**config.mk**
```make
export PLATFORM = sky130hd
export DESIGN_NAME = ysyx_25040111_memarb_flat
export DESIGN_NICKNAME = d
export VERILOG_FILES = /design/src/rtl/ysyx_25040111_memarb_pkg.sv /design/src/rtl/ysyx_25040111_memarb_if.sv /design/src/rtl/ysyx_25040111_memarb.sv /design/src/flat_wrapper.sv
export SDC_FILE = /design/constraint.sdc
export NUM_CORES = 1
export LEC_CHECK = 0
export ABC_AREA = 1
export BUFFER_PORTS_ARGS = -buffer_cell sky130_fd_sc_hd__buf_2
export CAP_MARGIN = 10
export CELL_PAD_IN_SITES_DETAIL_PLACEMENT = 1
export CELL_PAD_IN_SITES_GLOBAL_PLACEMENT = 1
export CORE_ASPECT_RATIO = 2
export CORE_MARGIN = 3
export CORE_UTILIZATION = 25
export CTS_CLUSTER_DIAMETER = 50
export DETAILED_ROUTE_END_ITERATION = 16
export PLACE_DENSITY = 0.71
export SLEW_MARGIN = 20
export SYNTH_ARGS = -nofsm -noshare
export SYNTH_HDL_FRONTEND = slang
export SYNTH_SLANG_ARGS = --single-unit
```
**constraint.sdc**
```tcl
create_clock -name clock -period 3.72 [get_ports clock]
set_input_delay 0 -clock clock [delete_from_list [all_inputs] [get_ports clock]]
set_output_delay 0 -clock clock [all_outputs]
set_load 0.1 [all_outputs]
```
**src/rtl/ysyx_25040111_memarb_pkg.sv**
```systemverilog
// ---------------------------------------------------------------------------
// ysyx_25040111_memarb_pkg
// Shared definitions for the I-cache / LSU memory arbiter:
//   - LEN_W_DEFAULT : default width of the beat-count fields (beats minus one)
//   - arb_state_t   : arbiter state encoding (IDLE, GNT_C, GNT_L)
//   - owner_t       : identifies which requester finished the last grant
//   - pick_grant    : round-robin grant decision taken from IDLE
// ---------------------------------------------------------------------------
package ysyx_25040111_memarb_pkg;

  localparam int LEN_W_DEFAULT = 8;

  typedef enum logic [1:0] {
    IDLE  = 2'd0,
    GNT_C = 2'd1,
    GNT_L = 2'd2
  } arb_state_t;

  typedef enum logic {
    OWNER_C = 1'b0,
    OWNER_L = 1'b1
  } owner_t;

  // A lone requester always wins; on a tie the side that was not served
  // last goes first, so neither requester can starve the other.
  function automatic arb_state_t pick_grant(input logic   c_req,
                                            input logic   l_req,
                                            input owner_t last_gnt);
    arb_state_t result;
    result = IDLE;
    if (c_req && l_req) begin
      result = (last_gnt == OWNER_C) ? GNT_L : GNT_C;
    end else if (c_req) begin
      result = GNT_C;
    end else if (l_req) begin
      result = GNT_L;
    end
    return result;
  endfunction

endpackage

```
**src/rtl/ysyx_25040111_memarb_if.sv**
```systemverilog
// ---------------------------------------------------------------------------
// ysyx_25040111_memarb_if
// Memory-side request/response bus of the arbiter.
//   m_valid                  request active
//   m_wen/m_addr/m_len/
//   m_burst/m_wdata/m_wmask  request fields, stable while m_valid=1
//   m_ready                  one beat returned/accepted this cycle
//   m_rdata                  beat data, valid with m_ready
// Modports:
//   master - the arbiter (drives the request, receives ready/data)
//   slave  - the memory  (receives the request, drives ready/data)
// ---------------------------------------------------------------------------
interface ysyx_25040111_memarb_if
  #(parameter int LEN_W = ysyx_25040111_memarb_pkg::LEN_W_DEFAULT);

  logic             m_valid;
  logic             m_wen;
  logic [31:0]      m_addr;
  logic [LEN_W-1:0] m_len;
  logic             m_burst;
  logic [31:0]      m_wdata;
  logic [3:0]       m_wmask;
  logic             m_ready;
  logic [31:0]      m_rdata;

  modport master (
    output m_valid, m_wen, m_addr, m_len, m_burst, m_wdata, m_wmask,
    input  m_ready, m_rdata
  );

  modport slave (
    input  m_valid, m_wen, m_addr, m_len, m_burst, m_wdata, m_wmask,
    output m_ready, m_rdata
  );

endinterface

```
**src/rtl/ysyx_25040111_memarb.sv**
```systemverilog
// ---------------------------------------------------------------------------
// ysyx_25040111_memarb
// Arbitrates one memory port between the I-cache refill path and the LSU.
// Round-robin on simultaneous requests, one grant at a time, at least one
// IDLE cycle between grants. Responses are routed combinationally.
// Ports:
//   clock, reset           rising-edge clock, synchronous active-high reset
//   c_valid/c_addr/c_len/
//   c_burst                I-cache refill request (c_len = beats - 1)
//   c_ready/c_data         I-cache beat return
//   l_valid/l_wen/l_addr/
//   l_wdata/l_wmask        LSU single-beat request
//   l_ready/l_rdata        LSU completion / read data
//   mem                    memory bus (master side)
// ---------------------------------------------------------------------------
module ysyx_25040111_memarb
  import ysyx_25040111_memarb_pkg::*;
#(
  parameter int LEN_W = LEN_W_DEFAULT
) (
  input  logic                        clock,
  input  logic                        reset,

  input  logic                        c_valid,
  input  logic [31:0]                 c_addr,
  input  logic [LEN_W-1:0]            c_len,
  input  logic                        c_burst,
  output logic                        c_ready,
  output logic [31:0]                 c_data,

  input  logic                        l_valid,
  input  logic                        l_wen,
  input  logic [31:0]                 l_addr,
  input  logic [31:0]                 l_wdata,
  input  logic [3:0]                  l_wmask,
  output logic                        l_ready,
  output logic [31:0]                 l_rdata,

  ysyx_25040111_memarb_if.master      mem
);

  arb_state_t       state;
  arb_state_t       state_next;
  owner_t           last_gnt;

  // One bit wider than the length so a full 2^LEN_W-beat refill never wraps.
  logic [LEN_W:0]   beat_cnt;

  logic             wen_q;
  logic [31:0]      addr_q;
  logic [LEN_W-1:0] len_q;
  logic             burst_q;
  logic [31:0]      wdata_q;
  logic [3:0]       wmask_q;

  logic             beat;
  logic             final_beat;

  // m_ready only counts while a grant is active; in IDLE it is ignored.
  assign beat       = mem.m_ready && (state != IDLE);
  assign final_beat = beat && (beat_cnt == {1'b0, len_q});

  always_comb begin
    state_next = state;
    case (state)
      IDLE:         state_next = pick_grant(c_valid, l_valid, last_gnt);
      GNT_C, GNT_L: if (final_beat) state_next = IDLE;
      default:      state_next = IDLE;
    endcase
  end

  always_ff @(posedge clock) begin
    if (reset) begin
      state <= IDLE;
    end else begin
      state <= state_next;
    end
  end

  // Request fields are captured at grant time so the requester may drop or
  // change its inputs mid-grant without disturbing the memory request.
  always_ff @(posedge clock) begin
    if (reset) begin
      last_gnt <= OWNER_L;
      beat_cnt <= '0;
      wen_q    <= 1'b0;
      addr_q   <= '0;
      len_q    <= '0;
      burst_q  <= 1'b0;
      wdata_q  <= '0;
      wmask_q  <= '0;
    end else if (state == IDLE) begin
      beat_cnt <= '0;
      case (state_next)
        GNT_C: begin
          wen_q   <= 1'b0;
          addr_q  <= c_addr;
          len_q   <= c_len;
          burst_q <= c_burst;
          wdata_q <= '0;
          wmask_q <= 4'b0000;
        end
        GNT_L: begin
          wen_q   <= l_wen;
          addr_q  <= l_addr;
          len_q   <= '0;
          burst_q <= 1'b0;
          wdata_q <= l_wdata;
          wmask_q <= l_wmask;
        end
        default: ;
      endcase
    end else if (beat) begin
      beat_cnt <= beat_cnt + (LEN_W+1)'(1);
      // Non-burst refills walk word by word; burst refills keep the start
      // address and let the memory sequence the beats itself.
      if (state == GNT_C && !burst_q) begin
        addr_q <= addr_q + 32'd4;
      end
      if (final_beat) begin
        last_gnt <= (state == GNT_C) ? OWNER_C : OWNER_L;
      end
    end
  end

  assign mem.m_valid = (state != IDLE);
  assign mem.m_wen   = wen_q;
  assign mem.m_addr  = addr_q;
  assign mem.m_len   = len_q;
  assign mem.m_burst = burst_q;
  assign mem.m_wdata = wdata_q;
  assign mem.m_wmask = wmask_q;

  // Gating with reset drops ready in the very cycle an abort is requested.
  assign c_ready = mem.m_ready && (state == GNT_C) && !reset;
  assign l_ready = mem.m_ready && (state == GNT_L) && !reset;
  assign c_data  = mem.m_rdata;
  assign l_rdata = mem.m_rdata;

endmodule

```
**src/flat_wrapper.sv**
```systemverilog
// flat-port wrapper written by rule: the top's interface ports become plain ports
module ysyx_25040111_memarb_flat import ysyx_25040111_memarb_pkg::*;
#(
  parameter int LEN_W = LEN_W_DEFAULT
)
  (clock, reset, c_valid, c_addr, c_len, c_burst, c_ready, c_data, l_valid, l_wen, l_addr, l_wdata, l_wmask, l_ready, l_rdata, mem_m_valid, mem_m_wen, mem_m_addr, mem_m_len, mem_m_burst, mem_m_wdata, mem_m_wmask, mem_m_ready, mem_m_rdata);
  ysyx_25040111_memarb_if #(.LEN_W(LEN_W)) mem_i ();
  input  logic clock;
  input  logic reset;
  input  logic c_valid;
  input  logic [31:0] c_addr;
  input  logic [LEN_W-1:0] c_len;
  input  logic c_burst;
  output logic c_ready;
  output logic [31:0] c_data;
  input  logic l_valid;
  input  logic l_wen;
  input  logic [31:0] l_addr;
  input  logic [31:0] l_wdata;
  input  logic [3:0] l_wmask;
  output logic l_ready;
  output logic [31:0] l_rdata;
  output wire logic [$bits(mem_i.m_valid)-1:0] mem_m_valid;
  output wire logic [$bits(mem_i.m_wen)-1:0] mem_m_wen;
  output wire logic [$bits(mem_i.m_addr)-1:0] mem_m_addr;
  output wire logic [$bits(mem_i.m_len)-1:0] mem_m_len;
  output wire logic [$bits(mem_i.m_burst)-1:0] mem_m_burst;
  output wire logic [$bits(mem_i.m_wdata)-1:0] mem_m_wdata;
  output wire logic [$bits(mem_i.m_wmask)-1:0] mem_m_wmask;
  input wire logic [$bits(mem_i.m_ready)-1:0] mem_m_ready;
  input wire logic [$bits(mem_i.m_rdata)-1:0] mem_m_rdata;
  assign mem_m_valid = mem_i.m_valid;
  assign mem_m_wen = mem_i.m_wen;
  assign mem_m_addr = mem_i.m_addr;
  assign mem_m_len = mem_i.m_len;
  assign mem_m_burst = mem_i.m_burst;
  assign mem_m_wdata = mem_i.m_wdata;
  assign mem_m_wmask = mem_i.m_wmask;
  assign mem_i.m_ready = mem_m_ready;
  assign mem_i.m_rdata = mem_m_rdata;
  ysyx_25040111_memarb #(.LEN_W(LEN_W)) u_core (.clock(clock), .reset(reset), .c_valid(c_valid), .c_addr(c_addr), .c_len(c_len), .c_burst(c_burst), .c_ready(c_ready), .c_data(c_data), .l_valid(l_valid), .l_wen(l_wen), .l_addr(l_addr), .l_wdata(l_wdata), .l_wmask(l_wmask), .l_ready(l_ready), .l_rdata(l_rdata), .mem(mem_i));
endmodule
```
---- Word level (Yosys, flattened, before mapping) ----
Index checks and enable logic that the tools add are counted.
W data, S select, Z words.
cells by class
  $add $sub $neg .......................... 2
  equal/unequal tests ..................... 6
  muxes and demuxes ....................... 16
  bitwise logic cells ..................... 1
  reductions and logical operators ........ 20
operators by type and width
  operator                 count
  $pmux W32 S2             2
  $mux W32                 3
  $add A32 B3 Y32 const B  1
  $pmux W8 S2              1
  $mux W2                  5
  $add A9 B1 Y9 const B    1
  $eq A9 B8 Y1             1
  $logic_and A1 B1 Y1      8
  $pmux W4 S2              1
  $reduce_bool A2 Y1       4
  $reduce_and A3 Y1        2
  $eq A2 B1 Y1 const B     2
  $eq A2 B2 Y1 const B     2
  $pmux W1 S2              2
  $pmux W2 S2              1
  $reduce_or A2 Y1         2
  $ne A3 B3 Y1 const B     1
  $logic_not A1 Y1         2
  $logic_not A2 Y1         1
  $reduce_and A2 Y1        1
  $mux W1                  1
  $not A1 Y1               1
word-level totals
  register bits after elaboration ......... 90
  input bits .............................. 147
  output and inout bits ................... 145
  logic and storage cells ................. 54

---- Depth between registers and ports, before layout ----
  depth after elaboration ................. 8
  depth in mapped cells ................... 23
  depth with buffers taken out ............ 21

---- Least setup slack after synthesis ----
Ideal clock, no wire load.
  path kind ............................... reg-to-reg
  start point ............................. register u_core.len_q[7] (netlist: u_core.mem.m_len[7])
  end point ............................... register u_core.addr_q[31] (netlist: u_core.mem.m_addr[31])
  data arrival time ....................... 2670 ps
  required time ........................... 3596 ps
  slack ................................... 926 ps
  cell stages (with the launch flop) ...... 18
  path buffers ............................ 2
  period minus slack after synthesis ...... 2794 ps
  cells stage by stage .................... dfxtp_1 > xnor2_1 > nand3_1 > nor2_1 > nand2_1 > nand2_1 > nand2_1 > nand2_1 > inv_1 > ha_1 > buf_4 > inv_2 > nand3_2 > nand2_1 > nand2_2 > buf_4 > o21ai_0 > a21oi_2
on the way
  word-level cells in the longest chain between the ends .. 7
  elaborated cells between the ends (all ways) .. 10
  classes of those cells .................. eq/ne (4); mux (4); reduce/logical (2)
ends and longest elaborated chain
  what                                                            line                         source
  start, declared                                                 ysyx_25040111_memarb.sv:51   logic [LEN_W-1:0] len_q;
  start signal, assigned                                          ysyx_25040111_memarb.sv:98   len_q <= c_len;
  $eq A9 B8 Y1 *                                                  ysyx_25040111_memarb.sv:61   assign final_beat = beat && (beat_cnt == {1'b0, len_q});
  $logic_and A1 B1 Y1 *                                           ysyx_25040111_memarb.sv:61
  $mux W2 *                                                       ysyx_25040111_memarb.sv:67   GNT_C, GNT_L: if (final_beat) state_next = IDLE;
  $pmux W2 S2 *                                                   ysyx_25040111_memarb.sv:65   case (state)
  via u_core.state_next[1]                                        ysyx_25040111_memarb.sv:43   arb_state_t state_next;
  $eq A2 B1 Y1 or $eq A2 B2 Y1 (tied branches)                    ysyx_25040111_memarb.sv:94   case (state_next)
  $ne A3 B3 Y1 (no source line) or $pmux W32 S2 (tied branches)   --
  $reduce_and A3 Y1 (no source line) or $mux W32 (tied branches)  --
  end signal, assigned                                            ysyx_25040111_memarb.sv:97   addr_q <= c_addr;
  end signal, assigned                                            ysyx_25040111_memarb.sv:105  addr_q <= l_addr;
  end signal, assigned                                            ysyx_25040111_memarb.sv:118  addr_q <= addr_q + 32'd4;
  end, declared                                                   ysyx_25040111_memarb.sv:50   logic [31:0] addr_q;
Mark *: on every way through the listed nets, which the timed path passes. The rest lies on a longest branch.
A chain may end at the register's enable or synchronous reset.

---- Worst setup path after layout ----
  start point ............................. register u_core.state[0]
  end point ............................... register u_core.addr_q[0] (netlist: u_core.mem.m_addr[0])
on the way
  word-level cells in the longest chain between the ends .. 8
  elaborated cells between the ends (all ways) .. 18
  classes of those cells .................. eq/ne (5); mux (4); reduce/logical (9)
ends and longest elaborated chain
  what                                                            line                        source
  start, declared                                                 ysyx_25040111_memarb.sv:42  arb_state_t state;
  start signal, assigned                                          ysyx_25040111_memarb.sv:76  state <= state_next;
  $reduce_bool A2 Y1                                              ysyx_25040111_memarb.sv:60  assign beat = mem.m_ready && (state != IDLE);
  $logic_and A1 B1 Y1                                             ysyx_25040111_memarb.sv:60
  $logic_and A1 B1 Y1                                             ysyx_25040111_memarb.sv:61
  $mux W2                                                         ysyx_25040111_memarb.sv:67
  $pmux W2 S2                                                     ysyx_25040111_memarb.sv:65
  $eq A2 B1 Y1 or $eq A2 B2 Y1 (tied branches)                    ysyx_25040111_memarb.sv:94
  $ne A3 B3 Y1 (no source line) or $pmux W32 S2 (tied branches)   --
  $reduce_and A3 Y1 (no source line) or $mux W32 (tied branches)  --
Several ways; a longest one is shown, not always the timed one.

==> out/summary.txt <==
period utilization - 0.865
Final nets - 1,155
WS Path Type - reg2reg
WL/cell - 17.1 µm
Final Hold Viols - 0
H-tree lvl count - 3
final slew viol count - 0
Pwr Density - 561 nW/µm²
clk slew on worst S/H paths - 70 ps
Yosys reg bits - 90
Clock Sinks - 90
fin cells - 1,278
Worst EP required - 4010 ps
syn nets - 998
starting density of the core - 0.255
met1 Use GR - 0.165
WP buf/inv - 4
prevailing post-synth register cell - dfxtp_1
number of distinct library cells after synthesis - 33
delay-heaviest family, CP - buffers and inverters
Critical Path AT - 3510 ps
ratio of cells with drive above 1 in the final layout - 0.247
Synth warnings - 0
Post-Syn Area - 5500 µm²
DR iter-0 viols - 157
CP dominant cell by count - nand2_1
CTS root buf - clkbuf_16
maximum VDD drop - 0.000246 V
TNS Setup - 0 ps
worst-path fanout max - 69
Slowest cell on crit path - buf_4
gr busiest metal - met2
CP peak stage delay - 610 ps
DRT antenna net count - 0
worst-margin pin slew - 1080 ps
status - finished, final reports clean
Die Width - 111 µm
Seq/Total Area, Yosys - 0.328
Remaining Overflow, GRT - 0
worst path cell trace - inv_1, ha_1, inv_2, nand2_2, nor2_1, nand3_1, nor2_1, nand2_1, nand2_1, nand2_1, nand2_1, ha_2, buf_4, nand2_1, a31oi_1, dlygate4sd3_1
Ports - 292
skew final - 11.5 ps
Final min period - 3220 ps
Post-Synthesis Cells - 843
RSZ-0062 raised after global routing - false
first-pass GRT wire length - 33,700 µm
drt via density - 4.74
row cnt - 76
initial antenna violation count - 1
Syn Area/Cell - 6.52 µm²
Hold WS - 0.0427 ps
met2 Track Usage GR - 0.355
Fmax - 311 MHz
CTS tree - yes
Antenna Cells - 0
Setup crit start kind - register
Area Growth Syn to Fin - 27.0%
WL final - 21,800 µm
max-cap violations - 0
max_slew headroom - 0.281
Inst Count DP - 1,211
CTS buffer count - 9
Resize count post-CTS - 0
number of synthesized flops with an enable pin - 0
FFs w/ async S/R, synth - 0
CP Capture Type - register
Core Area - 21,600 µm²
proportion of netlist area held by the largest area contributor - 0.328
GRT Total Usage - 0.177
Max clock buf depth - 2
die area - 23,900 µm²
Clock Latency Late Sink - 350 ps
P_leak - 3.04 nW
Synth area leader - dfxtp_1
Die Ht - 216 µm
Routability Congestion - 0.864
Port Buffer Count - 195
Setup violations, final - 0
grt met3 use - 0.0334
Worst Hold Class - in2out
Area contributors post-synth - dfxtp_1, nand2_1, buf_4, a21oi_1, nand3_1
dpl hpwl - 16,000 µm
Post-CTS Repair Setup Buffers - 0
first drt pass iteration count - 6
# hold bufs at CTS - 51
Vias - 6,055
number of global-route vias before repair - 6,427
Final Util - 0.323
# DRC - 0
largest net degree at the start of global routing - 70
## final cells by class
| cell class | count | area (µm²) |
|---|---|---|
| sequential | 90 | 1800 |
| timing repair buffer | 253 | 1540 |
| multi-input combinational | 597 | 2820 |
| fill | 2782 | 14600 |
| clock buffer | 11 | 253 |
| clock inverter | 5 | 45.0 |
| inverter | 49 | 186 |
| tap | 273 | 342 |
## where the power goes
group	switching, mW	internal (mW)
Sequential	0.163	1.08
Clock	0.430	0.500
Combinational	1.39	0.354
## stage by stage
stage / setup WS [ps] / power [mW] / instance area (µm²)
final: 500 / 3.91 / 6980
after global routing: 186 / 4.13 / 6980
after CTS: 446 / 3.98 / 6980
after detailed placement: 701 / 2.98 / 6170
after global placement: 799 / 2.96 / 6170
after floorplan: 926 / 2.91 / 5500
## final timing paths
check / start / to / slack (ps) / depth (start not counted)
min: mem_m_rdata[29] / l_rdata[29] / 0.04 / 0
max reg2reg: u_core.state[0]$_SDFF_PP0_ / u_core.mem.m_addr[0]$_SDFFE_PP0P_ / 500 / 16
min reg2reg: u_core.mem.m_wdata[21]$_SDFFE_PP0P_ / u_core.mem.m_wdata[21]$_SDFFE_PP0P_ / 460 / 2
max: u_core.state[0]$_SDFF_PP0_ / u_core.mem.m_addr[0]$_SDFFE_PP0P_ / 500 / 16
## cell usage after synthesis, types with 8 or more instances
cell and count:
nand2_1 214, a21oi_1 101, nor2_1 93, dfxtp_1 90, nand3_1 80, buf_4 71
o21ai_0 48, inv_1 43, clkbuf_1 21, buf_2 12, ha_1 8, nor2_4 8
## per-layer routing
layer	up-vias	wire length [µm]
li1	2981	-
met1	2821	7650
met2	177	12100
met3	74	1160
met4	2	908
met5	-	13
## cells in the final DEF, fill, tap and decap left out, drive strengths merged, types with 11 or more instances in the layout
master,count
a21oi,102
buf,202
clkbuf,11
dfxtp,90
dlygate4sd3,51
inv,51
nand2,220
nand3,81
nor2,105
o21ai,51
## cell families (layout without fill, tap and decap cells)
group	count (synthesis)	count (layout)	synth area share
adders and majority gates	8	8	0.0182
xor gates and xnor gates	7	7	0.0111
DFF	90	90	0.328
AOI/OAI and AO/OA	162	162	0.151
buffers and inverters	156	318	0.162
and+or+nand+nor	420	420	0.330
## state kept, by name, summed over array words and instances (netlist names), 2 cells and up
register and cells:
u_core.mem.m_addr 32, u_core.mem.m_wdata 32, u_core.beat_cnt 9, u_core.mem.m_len 8, u_core.mem.m_wmask 4, u_core.state 2
No activity file was read; power rests on OpenSTA's default activity.
